**src/rtl/alu_arb_pkg.sv**
```systemverilog
// alu_arb_pkg: shared constants for the two-requester ALU arbiter.
// Holds the datapath width, the 3-bit operation-select encoding and the
// FSM state type used by alu_arb.
package alu_arb_pkg;

  localparam int DATA_W = 16;

  // Operation select encoding
  localparam logic [2:0] SEL_ADD  = 3'b000;  // A + B + Cin
  localparam logic [2:0] SEL_INC  = 3'b001;  // A + 1 + Cin
  localparam logic [2:0] SEL_SUB  = 3'b010;  // A + (~B + 1) + Cin
  localparam logic [2:0] SEL_DEC  = 3'b011;  // A + 0xFFFF + Cin
  localparam logic [2:0] SEL_AND  = 3'b100;
  localparam logic [2:0] SEL_OR   = 3'b101;
  localparam logic [2:0] SEL_XOR  = 3'b110;
  localparam logic [2:0] SEL_NAND = 3'b111;

  // FSM state encoding
  typedef logic [1:0] state_t;
  localparam state_t ST_IDLE = 2'd0;
  localparam state_t ST_EXEC = 2'd1;
  localparam state_t ST_RESP = 2'd2;

endpackage

```
**src/rtl/alu16_core.sv**
```systemverilog
// alu16_core: purely combinational 16-bit ALU.
// Arithmetic ops share one adder whose second operand is selected by SEL;
// logic ops bypass the adder and force cout to 0.
module alu16_core
  import alu_arb_pkg::*;
(
  input  logic [DATA_W-1:0] a,
  input  logic [DATA_W-1:0] b,
  input  logic              cin,
  input  logic [2:0]        sel,
  output logic [DATA_W-1:0] result,
  output logic              cout
);

  logic [DATA_W-1:0] b_op;
  logic [DATA_W:0]   sum;

  // Pick the adder's second operand. The subtract operand is the 16-bit
  // two's-complement negation of B (so B=0 contributes 0, not 0x10000).
  always_comb begin
    // NOTE: default assignment first so no path leaves b_op unassigned (no latch).
    b_op = '0;
    case (sel)
      SEL_ADD: b_op = b;
      SEL_INC: b_op = DATA_W'(1);
      SEL_SUB: b_op = ~b + DATA_W'(1);
      SEL_DEC: b_op = '1;
      default: b_op = '0;
    endcase
  end

  assign sum = {1'b0, a} + {1'b0, b_op} + (DATA_W + 1)'(cin);

  // Final result mux: logic ops or the adder output with its bit-16 carry.
  always_comb begin
    result = '0;
    cout   = 1'b0;
    case (sel)
      SEL_AND:  result = a & b;
      SEL_OR:   result = a | b;
      SEL_XOR:  result = a ^ b;
      SEL_NAND: result = ~(a & b);
      default: begin
        result = sum[DATA_W-1:0];
        cout   = sum[DATA_W];
      end
    endcase
  end

endmodule

```
**src/rtl/alu_arb.sv**
```systemverilog
// alu_arb: two requesters share one 16-bit ALU through a round-robin
// arbiter and an IDLE -> EXEC -> RESP sequencer (one op per 3 cycles max).
// Optional feature: define ALU_ARB_STATS_EN to add per-requester 16-bit
// request-handshake counters on ports stat_cnt0 / stat_cnt1.
module alu_arb
  import alu_arb_pkg::*;
(
  input  logic              clk,
  input  logic              rst_n,
  input  logic              req0_valid,
  output logic              req0_ready,
  input  logic [DATA_W-1:0] req0_a,
  input  logic [DATA_W-1:0] req0_b,
  input  logic              req0_cin,
  input  logic [2:0]        req0_sel,
  input  logic              req1_valid,
  output logic              req1_ready,
  input  logic [DATA_W-1:0] req1_a,
  input  logic [DATA_W-1:0] req1_b,
  input  logic              req1_cin,
  input  logic [2:0]        req1_sel,
  output logic              rsp0_valid,
  input  logic              rsp0_ready,
  output logic [DATA_W-1:0] rsp0_result,
  output logic              rsp0_cout,
  output logic              rsp1_valid,
  input  logic              rsp1_ready,
  output logic [DATA_W-1:0] rsp1_result,
  output logic              rsp1_cout
`ifdef ALU_ARB_STATS_EN
  ,
  output logic [DATA_W-1:0] stat_cnt0,
  output logic [DATA_W-1:0] stat_cnt1
`endif
);

  state_t            state;
  logic              owner;        // requester that owns the in-flight op
  logic              last_served;  // requester whose response completed last
  logic [DATA_W-1:0] a_q;
  logic [DATA_W-1:0] b_q;
  logic              cin_q;
  logic [2:0]        sel_q;
  logic [DATA_W-1:0] result_q;
  logic              cout_q;
  logic [DATA_W-1:0] alu_result;
  logic              alu_cout;
  logic              grant_en;
  logic              grant_id;
  logic              in_resp;
  logic              rsp_hs;

  alu16_core u_core (
    .a      (a_q),
    .b      (b_q),
    .cin    (cin_q),
    .sel    (sel_q),
    .result (alu_result),
    .cout   (alu_cout)
  );

  // Round-robin grant: on contention the requester not served last wins.
  // Ready is held low while reset is asserted so nothing is accepted then.
  always_comb begin
    grant_id   = (req0_valid & req1_valid) ? ~last_served : req1_valid;
    grant_en   = rst_n & (state == ST_IDLE) & (req0_valid | req1_valid);
    req0_ready = grant_en & ~grant_id;
    req1_ready = grant_en & grant_id;
  end

  assign in_resp = (state == ST_RESP);
  assign rsp_hs  = in_resp & (owner ? rsp1_ready : rsp0_ready);

  // Responses are steered to the owner only; the other side reads zero.
  assign rsp0_valid  = in_resp & ~owner;
  assign rsp1_valid  = in_resp & owner;
  assign rsp0_result = rsp0_valid ? result_q : '0;
  assign rsp1_result = rsp1_valid ? result_q : '0;
  assign rsp0_cout   = rsp0_valid & cout_q;
  assign rsp1_cout   = rsp1_valid & cout_q;

  // Sequencer: latch the granted op, register the ALU result, hold it
  // until the owner takes it, then update the round-robin pointer.
  always_ff @(posedge clk) begin
    // NOTE: non-blocking assignments for all clocked state so every register
    // samples pre-edge values regardless of statement order.
    if (!rst_n) begin
      state       <= ST_IDLE;
      owner       <= 1'b0;
      last_served <= 1'b1;
      a_q         <= '0;
      b_q         <= '0;
      cin_q       <= 1'b0;
      sel_q       <= SEL_ADD;
      result_q    <= '0;
      cout_q      <= 1'b0;
    end else begin
      case (state)
        ST_IDLE: begin
          if (grant_en) begin
            a_q   <= grant_id ? req1_a   : req0_a;
            b_q   <= grant_id ? req1_b   : req0_b;
            cin_q <= grant_id ? req1_cin : req0_cin;
            sel_q <= grant_id ? req1_sel : req0_sel;
            owner <= grant_id;
            state <= ST_EXEC;
          end
        end
        ST_EXEC: begin
          result_q <= alu_result;
          cout_q   <= alu_cout;
          state    <= ST_RESP;
        end
        ST_RESP: begin
          if (rsp_hs) begin
            last_served <= owner;
            state       <= ST_IDLE;
          end
        end
        default: state <= ST_IDLE;
      endcase
    end
  end

`ifdef ALU_ARB_STATS_EN
  // Per-requester accepted-request counters, wrapping naturally at 16 bits.
  always_ff @(posedge clk) begin
    if (!rst_n) begin
      stat_cnt0 <= '0;
      stat_cnt1 <= '0;
    end else begin
      if (req0_ready) stat_cnt0 <= stat_cnt0 + 1'b1;
      if (req1_ready) stat_cnt1 <= stat_cnt1 + 1'b1;
    end
  end
`endif

endmodule

```
**config.mk**
```make
export PLATFORM = sky130hd
export DESIGN_NAME = alu_arb
export DESIGN_NICKNAME = d
export VERILOG_FILES = /design/src/rtl/alu_arb_pkg.sv /design/src/rtl/alu16_core.sv /design/src/rtl/alu_arb.sv
export SDC_FILE = /design/constraint.sdc
export NUM_CORES = 1
export LEC_CHECK = 0
export BUFFER_PORTS_ARGS = -buffer_cell sky130_fd_sc_hd__clkbuf_2
export CAP_MARGIN = 10
export CORE_ASPECT_RATIO = 1.2
export CORE_MARGIN = 4
export CORE_UTILIZATION = 47
export CTS_CLUSTER_DIAMETER = 100
export DETAILED_ROUTE_END_ITERATION = 16
export PLACE_DENSITY_LB_ADDON = 0.3
export RECOVER_POWER = 50
export SLEW_MARGIN = 0
export SYNTH_ARGS = -nofsm -noshare
export SYNTH_HDL_FRONTEND = slang
export SYNTH_SLANG_ARGS = --single-unit
```
**constraint.sdc**
```tcl
create_clock -name clk -period 3.75 [get_ports clk]
set_clock_uncertainty 0.15 [all_clocks]
set_input_delay 0.1875 -clock clk [delete_from_list [all_inputs] [get_ports clk]]
set_output_delay 0.1875 -clock clk [all_outputs]
set_load 0.05 [all_outputs]
```
==> impl_metrics.yaml, run 1 <==
power:
  power_density_nw_per_um2: 397
  vdd.ir_drop.worst_mv: 0.217
  power.leakage_nw: 2.70
clock_network:
  hold_buffers: 0
  ctsHtreeMaxLevel: 3
  clock_insertion_delay_worst_skew_ps: 330
  path_clk_slew_ps: 60
  clock_tree.buffer_depth: 2
  cts_root_buf: "clkbuf_16"
  numCtsBuffers: 9
  clock_tree_from_tritoncts: "yes"
  tritoncts_num_sinks: 57
place:
  worst_slack_after_detailed_placement_ps: 49.5
  port-buffer-count: 115
  post_dp_cell_area_um2: 5700
  place_hpwl_um: 10100
  gp_routability_congestion: 0.904
drt:
  routed_wire_length_per_instance_um: 15.3
  number_of_vias_in_the_routed_layout: 4827
  drc_errors: 0
  drt_first_pass_iters: 5
  drt-vias-per-instance: 5.57
  drt_wl_total_um: 13200
  route.antenna.remaining_nets: 0
  drt_iter0_markers: 264
critical_path:
  crit_path_end_kind: "flop"
  setup.reg_to_reg.worst_slack_ps: 120
  crit-reg2reg-capture: "cout_q$_SDFFE_PN0N_"
  worst_r2r_path_depth: 13
  r2r_start: "b_q[0]$_SDFFE_PN0P_"
  cp_cell_sequence: "or3_4 > or4_4 > or3_4 > o31a_1 > o21ai_1 > a21oi_1 > ha_1 > a21o_1 > a21o_1 > a21o_1 > a31o_2 > o311ai_1 > a21oi_1"
  critical_setup_path_kind: "flop to flop"
  worstPathBufferInverterCount: 0
  crit_path_max_fanout: 6
  cell_with_the_most_instances_on_the_worst_path: "a21o_1"
  slowest_stage: "or4_4"
  worst-endpoint-required_ps: 3780
  cp_data_arrival_time_ps: 3660
  critical_path.max_stage_delay_ps: 460
  worst_path_dominant_cell_family: "compound AO/OA/AOI/OAI gates"
  worstSetupStartpointType: "flop"
yosys:
  async_reset_ff_share_pct: 0
  yosys-top-cells-count: "mux2i_1 (66), nor2_1 (62), dfxtp_1 (57), a21oi_1 (50), a211oi_1 (49)"
  synth_ff_type: "dfxtp_1"
  synth_area_leader: "dfxtp_1"
  yosysTopAreaCellShare_pct: 23.0
  post_synth.cell_area_avg_um2: 7.84
  yosys_register_bits: 57
  synthTopCellsByArea: "dfxtp_1 (23%), mux2i_1 (13%), ha_1 (12%), a211oi_1 (7.4%), a21oi_1 (5.0%)"
  synth_cell_type_count: 53
  synth.yosys.warnings: 0
  syn-cell-area_um2: 4960
  syn_nets: 761
  synth_edf_count: 0
  synth.yosys.seq_area_share_pct: 23.0
  yosysMostFrequentCell: "mux2i_1"
  synth_cells: 633
timing:
  layout_min_cycle_time_ps: 3630
  grt_setup_unrepaired: "true"
  setup_tns_ps: 0
  worst_hold_slack_ps: 16.9
  max_freq_ghz: 0.276
  final.period_utilization_pct: 96.7
  max_slew_margin_pct: 19.3
  worst_slack_ps: 125
  worst-slew-pin-transition_ps: 1210
  finalHoldViolCount: 0
  slew_violations: 0
  setup_viol: 0
final_layout:
  final_net_count: 864
  antenna-diode-count: 0
  num-fill-cells: 949
  share_of_final_layout_standard_cells_stronger_than_drive_strength_1_pct: 20.9
  post_layout_util_pct: 59.3
  stdcell_area_um2: 6020
  area_growth_pct: 21.3
  register_cell_area_after_layout_um2: 1140
  area_taken_by_multi_input_logic_gates_um2: 3560
global_route:
  gr-usage-met2_pct: 34.5
  busiest_layer: "met2"
  gr-usage-all-layers_pct: 22.0
  grtUsageMet3_pct: 3.58
  globalRoute.totalOverflow: 0
  grt_util_met1_pct: 30.4
  grt_pass1_vias: 4449
  grt_start_max_net_pins: 47
  grt_first_pass_wirelength_um: 21800
  antenna_found_initial: 0
floorplanning:
  top_level_ports: 116
  initial_utilization_pct: 48.9
  core_region_area_um2: 10200
  num_rows: 40
  die_width_um: 102
  dieArea_um2: 12300
  die-height_um: 121
min_path:
  holdCritPathClass: "input port to flop"
  timing.hold.worst_endpoint: "last_served$_SDFFE_PN1P_"
  timing.hold.worst.start: "rsp1_ready"
  worst_hold_path.num_cells: 3
outcome:
  outcome: "completed"
job:
  maxCapViolations: 0
layer usage:
metal	vias up	wire length [um]
met5	-	0
met3	18	820
met1	2132	6160
li1	2504	-
met4	0	332
met2	173	5930
sequential cells by signal (all words and copies together), names as in the netlist:
register,flops
a_q,16
b_q,16
result_q,16
sel_q,3
state,2
cin_q,1
cout_q,1
last_served,1
owner,1
worst min-delay path: stages:
cell,delay (ps)
clkbuf_2,90
a21oi_1,50
o21ai_1,120
cells by family (layout without fill, tap and decap cells):
family / after synthesis / count (layout) / share of synthesized area, %
flops: 57 / 57 / 23.0
compound gates: 177 / 177 / 23.9
mux: 69 / 69 / 14.0
buf+inv: 85 / 193 / 6.48
simple gates: 185 / 185 / 17.9
xor+xnor: 10 / 10 / 1.76
fa+ha+maj: 50 / 50 / 12.9
power by group:
part | total, mW | switching [mW] | internal (mW) | leakage, nW
Clock | 0.801 | 0.291 | 0.510 | 0.146
Combinational | 0.833 | 0.467 | 0.366 | 2.09
Sequential | 0.760 | 0.0882 | 0.671 | 0.470
per-stage QoR:
| stage | total power [mW] | std cells |
|---|---|---|
| after global placement | 1.55 | 848 |
| after global routing | 2.55 | 867 |
| final | 2.39 | 867 |
| after CTS | 2.38 | 864 |
| after detailed placement | 1.57 | 848 |
| after floorplan | 1.34 | 633 |
worst max-delay path by stage:
stage / from / end / slack [ps] / cells after the start
floorplan: b_q[0]$_SDFFE_PN0P_ / result_q[15]$_SDFFE_PN0N_ / 180 / 15
global placement: b_q[0]$_SDFFE_PN0P_ / cout_q$_SDFFE_PN0N_ / 90 / 13
detailed placement: b_q[1]$_SDFFE_PN0P_ / cout_q$_SDFFE_PN0N_ / 50 / 13
CTS: b_q[1]$_SDFFE_PN0P_ / cout_q$_SDFFE_PN0N_ / 20 / 13
global route: b_q[0]$_SDFFE_PN0P_ / result_q[15]$_SDFFE_PN0N_ / -70 / 17
finish: b_q[0]$_SDFFE_PN0P_ / cout_q$_SDFFE_PN0N_ / 120 / 13
area by class of cell:
cell class / count / share of cell area (%)
Sequential cell: 57 / 19.0
Clock inverter: 6 / 0.977
Tap cell: 126 / 2.62
Inverter: 39 / 2.43
Timing Repair Buffer: 138 / 12.1
Multi-Input combinational cell: 491 / 59.1
Clock buffer: 10 / 3.80
timing repair:
action,4_1_cts,5_1_grt
endpoints found under the hold margin,0,0
endpoints found under the setup margin,0,4
buffers inserted,0,3
resized for setup,0,13
cell usage in the layout (no fill, tap or decap), types with 4 or more instances in the layout:
| master | instances |
|---|---|
| a21o_1 | 11 |
| dfxtp_1 | 55 |
| nor2_1 | 62 |
| mux2i_1 | 66 |
| inv_1 | 36 |
| o221ai_1 | 5 |
| clkbuf_2 | 99 |
| a21oi_1 | 50 |
| nand2b_1 | 4 |
| ha_1 | 45 |
| a211oi_1 | 48 |
| buf_4 | 18 |
| a31oi_1 | 7 |
| nor2b_1 | 6 |
| clkinv_2 | 4 |
| clkbuf_1 | 21 |
| xnor2_1 | 7 |
| and3_1 | 19 |
| o211ai_1 | 7 |
| and2_1 | 20 |
| clkbuf_16 | 9 |
| o21ai_0 | 11 |
| nand3_1 | 16 |
| nand2_1 | 36 |
| o21ai_1 | 9 |
| nor3_1 | 11 |
Note: power is estimated with default switching activity, not from simulation.
==> inputs of run 2 (changes only) <==
Settings changed: CORE_ASPECT_RATIO 1.2 to 1.25, CTS_BUF_LIST from default to sky130_fd_sc_hd__clkbuf_4 sky130_fd_sc_hd__clkbuf_8, SYNTH_HIERARCHICAL from default to 1.
==> impl_metrics.yaml, run 2 <==
timing:
  worst-slew-pin-transition_ps: 1520
  max_freq_ghz: 0.282
  grt_setup_unrepaired: "false"
  max_slew_margin_pct: -1.08
  setup_tns_ps: 0
  final.period_utilization_pct: 94.5
  finalHoldViolCount: 0
  slew_violations: 38
  setup_viol: 0
  layout_min_cycle_time_ps: 3540
yosys:
  syn-cell-area_um2: 5420
  async_reset_ff_share_pct: 0
  synth_area_leader: "dfxtp_1"
  synthTopCellsByArea: "dfxtp_1 (21%), ha_1 (11%), nand2_1 (11%), a21oi_1 (9.1%), a311oi_2 (5.5%)"
  synth.yosys.seq_area_share_pct: 21.1
  synth_cells: 760
  synth_edf_count: 0
  synth.yosys.warnings: 6
  yosysMostFrequentCell: "nand2_1"
  yosysTopAreaCellShare_pct: 21.1
  synth_ff_type: "dfxtp_1"
  yosys-top-cells-count: "nand2_1 (153), a21oi_1 (98), dfxtp_1 (57), o21ai_0 (50), ha_1 (48)"
  yosys_register_bits: 57
  synth_cell_type_count: 62
  syn_nets: 888
  post_synth.cell_area_avg_um2: 7.13
clock_network:
  clock_tree.buffer_depth: 2
  clock_tree_from_tritoncts: "yes"
  tritoncts_num_sinks: 57
  numCtsBuffers: 9
  clock_insertion_delay_worst_skew_ps: 350
  cts_root_buf: "clkbuf_8"
  path_clk_slew_ps: 70
  cts_post_setup_buffers_inserted: 0
  ctsHtreeMaxLevel: 3
power:
  power.leakage_nw: 3.00
  seqPwrFrac_pct: 32.8
  power.total_mw: 2.30
  power_density_nw_per_um2: 336
  net_switching_component_of_the_power_mw: 0.912
  power_switching_share_pct: 39.6
  vdd.ir_drop.worst_mv: 0.194
  power_frac_comb_pct: 42.9
  p_int_mw: 1.39
  share_clk_of_total_power_pct: 24.3
place:
  gp_routability_congestion: 0.967
  post_dp_cell_area_um2: 6000
  port-buffer-count: 115
  place_hpwl_um: 11200
global_route:
  globalRoute.totalOverflow: 0
  grt_pass1_vias: 5618
  gr-usage-met2_pct: 43.4
  antenna_found_initial: 0
  grt_util_met1_pct: 29.6
  grt_start_max_net_pins: 56
  grtUsageMet3_pct: 4.33
  busiest_layer: "met2"
  grt_first_pass_wirelength_um: 26900
  gr-usage-all-layers_pct: 24.5
drt:
  route.antenna.remaining_nets: 0
  routed_wire_length_per_instance_um: 15.7
  drc_errors: 0
  drt_iter0_markers: 504
  drt-vias-per-instance: 5.67
  drt_wl_total_um: 16600
  drt_first_pass_iters: 7
  number_of_vias_in_the_routed_layout: 5996
final_layout:
  final_net_count: 1045
  stdcell_area_um2: 6860
  top_regs: "a_q: 16 flops, b_q: 16 flops, result_q: 16 flops"
  post_layout_util_pct: 61.3
  antenna-diode-count: 0
  commonest_cells_after_routing_fill_and_taps_aside: "nand2_1 (153), a21oi_1 (98), clkbuf_2 (77)"
  layout_commonest_cell: "nand2_1"
  area_growth_pct: 26.6
  share_of_final_layout_standard_cells_stronger_than_drive_strength_1_pct: 16.8
floorplanning:
  top_level_ports: 116
  num_rows: 43
  die-height_um: 128
  dieArea_um2: 13300
  core_region_area_um2: 11200
  initial_utilization_pct: 48.4
  die_width_um: 104
critical_path:
  worstSetupStartpointType: "flop"
  critical_setup_path_kind: "flop to flop"
  worst_r2r_path_depth: 14
  r2r_start: "b_q[1]$_SDFFE_PN0P_"
  worst-endpoint-required_ps: 3870
  crit_path_max_fanout: 9
  setup.reg_to_reg.worst_slack_ps: 210
  cp-startpoint: "b_q[1]$_SDFFE_PN0P_"
  timing.critical_path.to: "result_q[14]$_SDFFE_PN0N_"
  cp_data_arrival_time_ps: 3660
  crit_path_end_kind: "flop"
  crit-reg2reg-capture: "result_q[14]$_SDFFE_PN0N_"
min_path:
  holdCritPathClass: "input port to flop"
  timing.hold.worst.start: "req0_a[7]"
outcome:
  outcome: "finished with violations"
  failed_checks: "capacitance limit, slew limit"
job:
  maxCapViolations: 1
==> run 2: final cells by class <==
cell class / count / area [um^2]
Fill cell: 1022 / 4330
Timing Repair Buffer: 207 / 1390
Sequential cell: 57 / 1140
Clock buffer: 14 / 174
Multi-Input combinational cell: 598 / 3800
Clock inverter: 2 / 12.5
Tap cell: 135 / 169
Inverter: 44 / 165
==> run 2: timing repair <==
action	CTS	global route
hold buffers	73	0
setup endpoints to repair	0	4
resized for setup	0	4
hold endpoints to repair	37	0
==> run 2: worst max-delay path: stages (launching register included) <==
cell and delay, ps:
dfxtp_1 350, or3_4 430, nor4b_4 330, buf_4 200, a21oi_1 60, o21ai_0 150
a21oi_1 110, ha_1 470, nand4_1 170, or3_1 380, a21oi_1 180, nor4_1 90
o31ai_2 170, nand2_1 70, a21oi_1 140
==> run 2: logic make-up after synthesis <==
group           count (synthesis)  share of synthesized area, %
compound gates                252                          31.8
xor+xnor                        6                         0.970
fa+ha+maj                      50                          11.8
buf+inv                       105                          8.77
flops                          57                          21.1
mux                             5                         0.924
simple gates                  285                          24.6
==> run 2: per-layer routing <==
layer  vias up  share of wire, %
met2       227                49
met1      2741                43
met3        43               5.5
li1       2985                 -
met5         -                 0
met4         0               2.5
==> run 2: power groups by stage <==
| stage | clock [mW] | combinational (mW) | sequential, mW |
|---|---|---|---|
| floorplan | 0 | 0.694 | 0.728 |
| global placement | 0 | 0.870 | 0.766 |
| detailed placement | 0 | 0.874 | 0.769 |
| CTS | 0.561 | 0.962 | 0.755 |
| global route | 0.591 | 1.09 | 0.766 |
| finish | 0.559 | 0.988 | 0.756 |
==> run 2: stage by stage <==
stage               instances  hold slack [ps]  setup slack, ps
finish                   1057             5.54              206
global route             1057             16.2             13.5
CTS                      1057             12.3              239
detailed placement        968              244              270
global placement          968              249              293
floorplan                 760              114              400
==> run 2: worst min path at each step <==
stage	end	slack [ps]	cells past startpoint
floorplan	last_served$_SDFFE_PN1P_	110	1
global placement	last_served$_SDFFE_PN1P_	250	2
detailed placement	last_served$_SDFFE_PN1P_	240	2
CTS	a_q[7]$_SDFFE_PN0P_	10	3
global route	a_q[7]$_SDFFE_PN0P_	20	3
finish	a_q[7]$_SDFFE_PN0P_	6	3
